File: src/rtl/qa_drv_umf_packer_if.sv
// Client-chunk / cache-line bundle between the UMF tester stage, the packer
// and the to-host FIFO writer. The packer connects through the slave view.
interface qa_drv_umf_packer_if #(
   parameter int UMF_WIDTH   = 128,
   parameter int CACHE_WIDTH = 512
);
   logic [UMF_WIDTH-1:0]   tx_data;
   logic                   tx_enable;
   logic                   tx_rdy;
   logic                   flush;
   logic [CACHE_WIDTH-1:0] line_data;
   logic [2:0]             line_chunks;
   logic                   line_valid;
   logic                   line_deq;
   logic [31:0]            stat_lines;
   logic [31:0]            stat_partial;

   // Packer side: consumes chunks, produces lines and statistics.
   modport slave (
      input  tx_data, tx_enable, flush, line_deq,
      output tx_rdy, line_data, line_chunks, line_valid, stat_lines, stat_partial
   );

   // Environment side: pushes chunks, dequeues lines.
   modport master (
      output tx_data, tx_enable, flush, line_deq,
      input  tx_rdy, line_data, line_chunks, line_valid, stat_lines, stat_partial
   );
endinterface

File: src/rtl/qa_drv_umf_packer.sv
// Packs UMF_WIDTH-bit client chunks into CACHE_WIDTH-bit lines. A line is
// emitted when full, or partially on flush / idle timeout, into a single
// output register that the to-host FIFO dequeues.
module qa_drv_umf_packer #(
   parameter int UMF_WIDTH     = 128,
   parameter int CACHE_WIDTH   = 512,
   parameter int FLUSH_TIMEOUT = 64
) (
   input  logic               clk,
   input  logic               resetb,
   qa_drv_umf_packer_if.slave bus
);
   localparam int         CHUNKS = CACHE_WIDTH / UMF_WIDTH;
   localparam int         IDLE_W = (FLUSH_TIMEOUT < 1) ? 1 : $clog2(FLUSH_TIMEOUT + 1);
   localparam logic [2:0] FULL   = 3'(CHUNKS);

   logic [UMF_WIDTH-1:0]   slot_q [CHUNKS];
   logic [2:0]             fill_q;
   logic [IDLE_W-1:0]      idle_q;
   logic [CACHE_WIDTH-1:0] line_data_q;
   logic [2:0]             line_chunks_q;
   logic                   line_valid_q;
   logic [31:0]            stat_lines_q;
   logic [31:0]            stat_partial_q;

   logic                   tx_rdy;
   logic                   accept;
   logic                   out_free;
   logic                   timeout;
   logic                   emit;
   logic [2:0]             fill_pre;
   logic [CACHE_WIDTH-1:0] line_d;

   // Ready depends only on registered fill, never on the consumer's dequeue.
   assign tx_rdy   = (fill_q != FULL);
   assign accept   = bus.tx_enable && tx_rdy;
   assign fill_pre = fill_q + {2'b00, accept};
   assign out_free = !line_valid_q || bus.line_deq;
   assign timeout  = (FLUSH_TIMEOUT != 0) && (32'(idle_q) >= 32'(FLUSH_TIMEOUT));
   assign emit     = out_free && ((fill_pre == FULL) ||
                                  ((fill_pre != 3'd0) && (bus.flush || timeout)));

   genvar gi;
   generate
      for (gi = 0; gi < CHUNKS; gi++) begin : g_slot
         // Line image includes the chunk accepted this cycle; slots above the
         // fill level may hold stale data from a previous line, so zero them.
         assign line_d[gi*UMF_WIDTH +: UMF_WIDTH] =
            (3'(gi) < fill_pre) ?
               ((accept && (fill_q == 3'(gi))) ? bus.tx_data : slot_q[gi]) :
               '0;

         // Capture an accepted chunk into the slot addressed by the fill level.
         always_ff @(posedge clk or negedge resetb) begin
            if (!resetb) begin
               slot_q[gi] <= '0;
            end else if (accept && (fill_q == 3'(gi))) begin
               slot_q[gi] <= bus.tx_data;
            end
         end
      end
   endgenerate

   // Fill level, idle timer, output line register and statistics.
   always_ff @(posedge clk or negedge resetb) begin
      if (!resetb) begin
         fill_q         <= '0;
         idle_q         <= '0;
         line_data_q    <= '0;
         line_chunks_q  <= '0;
         line_valid_q   <= 1'b0;
         stat_lines_q   <= '0;
         stat_partial_q <= '0;
      end else begin
         if (emit) begin
            line_data_q   <= line_d;
            line_chunks_q <= fill_pre;
            line_valid_q  <= 1'b1;
            fill_q        <= '0;
            stat_lines_q  <= stat_lines_q + 32'd1;
            if (fill_pre != FULL) begin
               stat_partial_q <= stat_partial_q + 32'd1;
            end
         end else begin
            fill_q <= fill_pre;
            if (bus.line_deq) begin
               line_valid_q <= 1'b0;
            end
         end

         // Idle timer only runs while a partial line waits in the slots.
         if (accept || emit || (fill_q == 3'd0)) begin
            idle_q <= '0;
         end else if (idle_q != '1) begin
            idle_q <= idle_q + 1'b1;
         end
      end
   end

   assign bus.tx_rdy       = tx_rdy;
   assign bus.line_data    = line_data_q;
   assign bus.line_chunks  = line_chunks_q;
   assign bus.line_valid   = line_valid_q;
   assign bus.stat_lines   = stat_lines_q;
   assign bus.stat_partial = stat_partial_q;
endmodule

File: src/flat_wrapper.sv
// flat-port wrapper written by rule: the top's interface ports become plain ports
module qa_drv_umf_packer_flat 
#(
   parameter int UMF_WIDTH     = 128,
   parameter int CACHE_WIDTH   = 512,
   parameter int FLUSH_TIMEOUT = 64
)
  (clk, resetb, bus_tx_data, bus_tx_enable, bus_flush, bus_line_deq, bus_tx_rdy, bus_line_data, bus_line_chunks, bus_line_valid, bus_stat_lines, bus_stat_partial);
  qa_drv_umf_packer_if #(.UMF_WIDTH(UMF_WIDTH), .CACHE_WIDTH(CACHE_WIDTH)) bus_i ();
  input  logic clk;
  input  logic resetb;
  input wire logic [$bits(bus_i.tx_data)-1:0] bus_tx_data;
  input wire logic [$bits(bus_i.tx_enable)-1:0] bus_tx_enable;
  input wire logic [$bits(bus_i.flush)-1:0] bus_flush;
  input wire logic [$bits(bus_i.line_deq)-1:0] bus_line_deq;
  output wire logic [$bits(bus_i.tx_rdy)-1:0] bus_tx_rdy;
  output wire logic [$bits(bus_i.line_data)-1:0] bus_line_data;
  output wire logic [$bits(bus_i.line_chunks)-1:0] bus_line_chunks;
  output wire logic [$bits(bus_i.line_valid)-1:0] bus_line_valid;
  output wire logic [$bits(bus_i.stat_lines)-1:0] bus_stat_lines;
  output wire logic [$bits(bus_i.stat_partial)-1:0] bus_stat_partial;
  assign bus_i.tx_data = bus_tx_data;
  assign bus_i.tx_enable = bus_tx_enable;
  assign bus_i.flush = bus_flush;
  assign bus_i.line_deq = bus_line_deq;
  assign bus_tx_rdy = bus_i.tx_rdy;
  assign bus_line_data = bus_i.line_data;
  assign bus_line_chunks = bus_i.line_chunks;
  assign bus_line_valid = bus_i.line_valid;
  assign bus_stat_lines = bus_i.stat_lines;
  assign bus_stat_partial = bus_i.stat_partial;
  qa_drv_umf_packer #(.UMF_WIDTH(UMF_WIDTH), .CACHE_WIDTH(CACHE_WIDTH), .FLUSH_TIMEOUT(FLUSH_TIMEOUT)) u_core (.clk(clk), .resetb(resetb), .bus(bus_i));
endmodule
File: config.mk
export PLATFORM = sky130hd
export DESIGN_NAME = qa_drv_umf_packer_flat
export DESIGN_NICKNAME = d
export VERILOG_FILES = /design/src/rtl/qa_drv_umf_packer_if.sv /design/src/rtl/qa_drv_umf_packer.sv /design/src/flat_wrapper.sv
export SDC_FILE = /design/constraint.sdc
export NUM_CORES = 1
export LEC_CHECK = 0
export CAP_MARGIN = 20
export CORE_ASPECT_RATIO = 0.8
export CORE_MARGIN = 8
export CORE_UTILIZATION = 40
export DETAILED_ROUTE_END_ITERATION = 10
export MAX_ROUTING_LAYER = met4
export PLACE_DENSITY = 0.64
export SETUP_SLACK_MARGIN = 0.2
export SYNTH_ARGS = -nofsm -noshare
export SYNTH_HDL_FRONTEND = slang
export SYNTH_SLANG_ARGS = --single-unit
File: constraint.sdc
create_clock -name clk -period 6.7 [get_ports clk]
set_input_delay 0.67 -clock clk [delete_from_list [all_inputs] [get_ports clk]]
set_output_delay 0.67 -clock clk [all_outputs]
set_load 0.01 [all_outputs]
==> flow_summary.toml <==
[sta]
slew_violations = 0
slew_headroom = 0.255
hold_viol_final = 0
setup_tns_ns = 0
rsz0062_at_grt = "no"
period_minus_slack_ns = 4.28
clock_skew_ns = 0.0327
tightestPinTransition_ns = 1.12
setup_viol = 0
fmax_mhz = 234
fin_crit_sh = 0.639

[worst_setup_path]
cp-end-kind = "flop"
worst-r2r-setup-slack_ns = 2.42
worstPathMaxFanout = 75
start_kind = "flop"
crit_end = "u_core.bus.line_data[459]$_DFFE_PN0P_"
required_ns = 7.34
r2r_cells = 9
startpoint = "u_core.fill_q[2]$_DFF_PN0_"
reg2reg_from = "u_core.fill_q[2]$_DFF_PN0_"
crit_type = "flop to flop"
crit_arrival_ns = 4.92
reg2reg_to = "u_core.bus.line_data[459]$_DFFE_PN0P_"

[floorplan]
design.die.area_sq_um = 113000
io_pins = 714
start_util = 0.402
die_y_um = 303
coreArea_sq_um = 102000
die_w_um = 374
rows = 105

[global_routing]
grt_start_max_net_pins = 176
grt-ovfl-total = 0
antenna_found_initial = 15
first_global_vias = 27975
grt_pass1_wl_um = 185000
track_usage = 0.217

[final_layout]
mostFrequentLayoutCells = "1,102 x dfrtp_1, 712 x clkdlybuf4s50_1, 641 x mux2_2"
final_common_cell = "dfrtp_1"
area_growth_pct = 29.8
final_nets = 3378
drive_above_1_share = 0.263
final.fill_count = 8366

[yosys]
ys_ff_latch = 1102
synth_nets = 2717
syn_area_per_cell_sq_um = 15.9
yosysSeqAreaShare = 0.671
syn-instance-count = 2579
syn-cell-area_sq_um = 41100
ys_warn_count = 0
synth_cell_type_count = 40

[worst_hold_path]
hold_class = "input pin to asynchronous set/reset pin"

[cts]
post_cts_resized = 0
insertion_delay_ns = 0.70
cts.sinks = 1102
clockBufferDepth = 3
cts_made_buffers = 108
clkTransAtPathRegs_ns = 0.06
htree_levels = 3
cts_setup_buffers = 0
cts_tree = "done"
cts_root_buf = "clkbuf_16"
cts_hold_buffers = 0

[pwr]
finalPower_mw = 29.0
ir_drop_uv = 454
power.density_nw_per_um2 = 544
p_leak_nw = 22.5

[run]
maxCapViolCount = 0

[status]
run_status = "finished clean"

[placed_design]
dp_hpwl_um = 81600
numPortBuffers = 713
place_congestion = 0.868

[detailed_routing]
routed_wl_um = 123000
vias = 25946
drc = 0
drtAntennaViolNets = 0
wire_per_inst_um = 26.2
drtIter0Drc = 1949
first_pass_iters = 8
via_per_inst = 5.54
[metrics by stage]
step	setup WS (ns)	area (sq um)	util	cells	hold slack, ns
2_1_floorplan	3.79	41100	-	2579	0.374
3_5_place_dp	2.08	49600	0.485	4467	0.476
3_3_place_gp	2.15	49600	0.485	4467	0.462
5_1_grt	2.20	53400	0.522	4679	0.0579
6_report	2.42	53400	0.522	4680	0.0130
4_1_cts	2.46	53300	0.522	4668	0.0507
[cell usage after synthesis]
cell,n,area [sq um]
dfrtp_1,1102,27600
mux2_2,641,7220
a32o_1,384,3840
clkbuf_1,109,409
buf_2,88,440
nand2_1,43,161
xnor2_1,34,298
xor2_1,30,263
nor2_1,27,101
nand3_1,21,105
nand4_1,16,100
nor3_1,12,60.1
and3_1,11,68.8
inv_1,6,22.5
nor4_1,6,37.5
and2_1,5,31.3
ha_1,5,62.6
nor3_2,5,50.1
buf_1,4,15.0
nand2b_1,3,18.8
o21ai_0,3,15.0
and4_1,2,17.5
nor4_2,2,25.0
nor4b_1,2,17.5
nor4bb_1,2,20.0
or2_2,2,12.5
a211oi_1,1,7.51
a21o_1,1,7.51
a21oi_1,1,5.00
a22o_1,1,8.76
mux2i_1,1,10.0
mux2i_2,1,13.8
nand4b_1,1,8.76
nor2_2,1,6.26
nor2b_1,1,6.26
nor4b_2,1,15.0
o211ai_1,1,7.51
o22ai_1,1,6.26
or4_1,1,7.51
xor2_2,1,16.3
[sequential cells by signal, summed over array words and instances (netlist names)]
| register | count |
|---|---|
| u_core.slot_q | 512 |
| u_core.bus.line_valid | 1 |
| u_core.bus.line_data | 512 |
| u_core.bus.stat_lines | 32 |
| u_core.idle_q | 7 |
| u_core.bus.line_chunks | 3 |
| u_core.fill_q | 3 |
| u_core.bus.stat_partial | 32 |
[where the power goes]
| group | leakage (nW) | switching, mW | total, mW | internal [mW] |
|---|---|---|---|---|
| clock network | 1.84 | 2.61 | 6.24 | 3.63 |
| registers | 13.7 | 1.35 | 11.0 | 9.69 |
| logic | 6.93 | 5.86 | 11.7 | 5.89 |
[metal layers]
| metal | vias to the layer above | routed length, um | GRT usage |
|---|---|---|---|
| met4 | 0 | 4150 | 0.0737 |
| met3 | 189 | 8630 | 0.0608 |
| li1 | 11059 | - | - |
| met2 | 840 | 58600 | 0.340 |
| met5 | - | 0 | - |
| met1 | 13858 | 51100 | 0.273 |
[worst max-delay path, cell delays in order, from the launching register on]
cell and delay, ns:
dfrtp_1 0.60, nand2_1 0.18, and2_1 0.21, ha_1 0.18
ha_1 0.38, nor2_1 0.28, mux2i_2 0.44, nand2b_4 0.72
buf_4 0.85, a32o_1 0.23
[worst min-delay path by stage]
stage | startpoint | end | slack, ns | depth (start not counted)
floorplan | resetb | u_core.bus.line_chunks[0]$_DFFE_PN0P_ | 0.37 | 0
CTS | resetb | u_core.bus.stat_lines[28]$_DFFE_PN0P_ | 0.05 | 1
finish | resetb | u_core.bus.stat_lines[30]$_DFFE_PN0P_ | 0.01 | 1
global route | resetb | u_core.bus.stat_lines[29]$_DFFE_PN0P_ | 0.06 | 1
detailed placement | u_core.bus.stat_partial[31]$_DFFE_PN0P_ | u_core.bus.stat_partial[31]$_DFFE_PN0P_ | 0.48 | 1
global placement | u_core.bus.stat_partial[31]$_DFFE_PN0P_ | u_core.bus.stat_partial[31]$_DFFE_PN0P_ | 0.46 | 1
[kinds of logic (layout without fill, tap and decap cells)]
kind of cell             Yosys count  after routing  share of synthesized area
multiplexers                     643            643                      0.176
AO/OA/AOI/OAI                    393            393                     0.0949
other                              0             12                          0
AND/OR/NAND/NOR                  164            164                     0.0212
buffers and inverters            207            959                     0.0216
flip-flops                      1102           1102                      0.671
adder cells (fa/ha/maj)            5              5                    0.00152
XOR/XNOR                          65             65                     0.0140
[final cells by class]
type | count | area, sq um | share of cell area
sequential | 1102 | 27600 | 0.517
multi-input combinational | 1270 | 12700 | 0.239
timing repair buffer | 752 | 7600 | 0.142
clock buffer | 166 | 3250 | 0.0609
tap | 1337 | 1670 | 0.0314
clock inverter | 35 | 475 | 0.00891
antenna | 12 | 30.0 | 0.000563
inverter | 6 | 22.5 | 0.000422
Note: power is estimated with default switching activity, not from simulation.
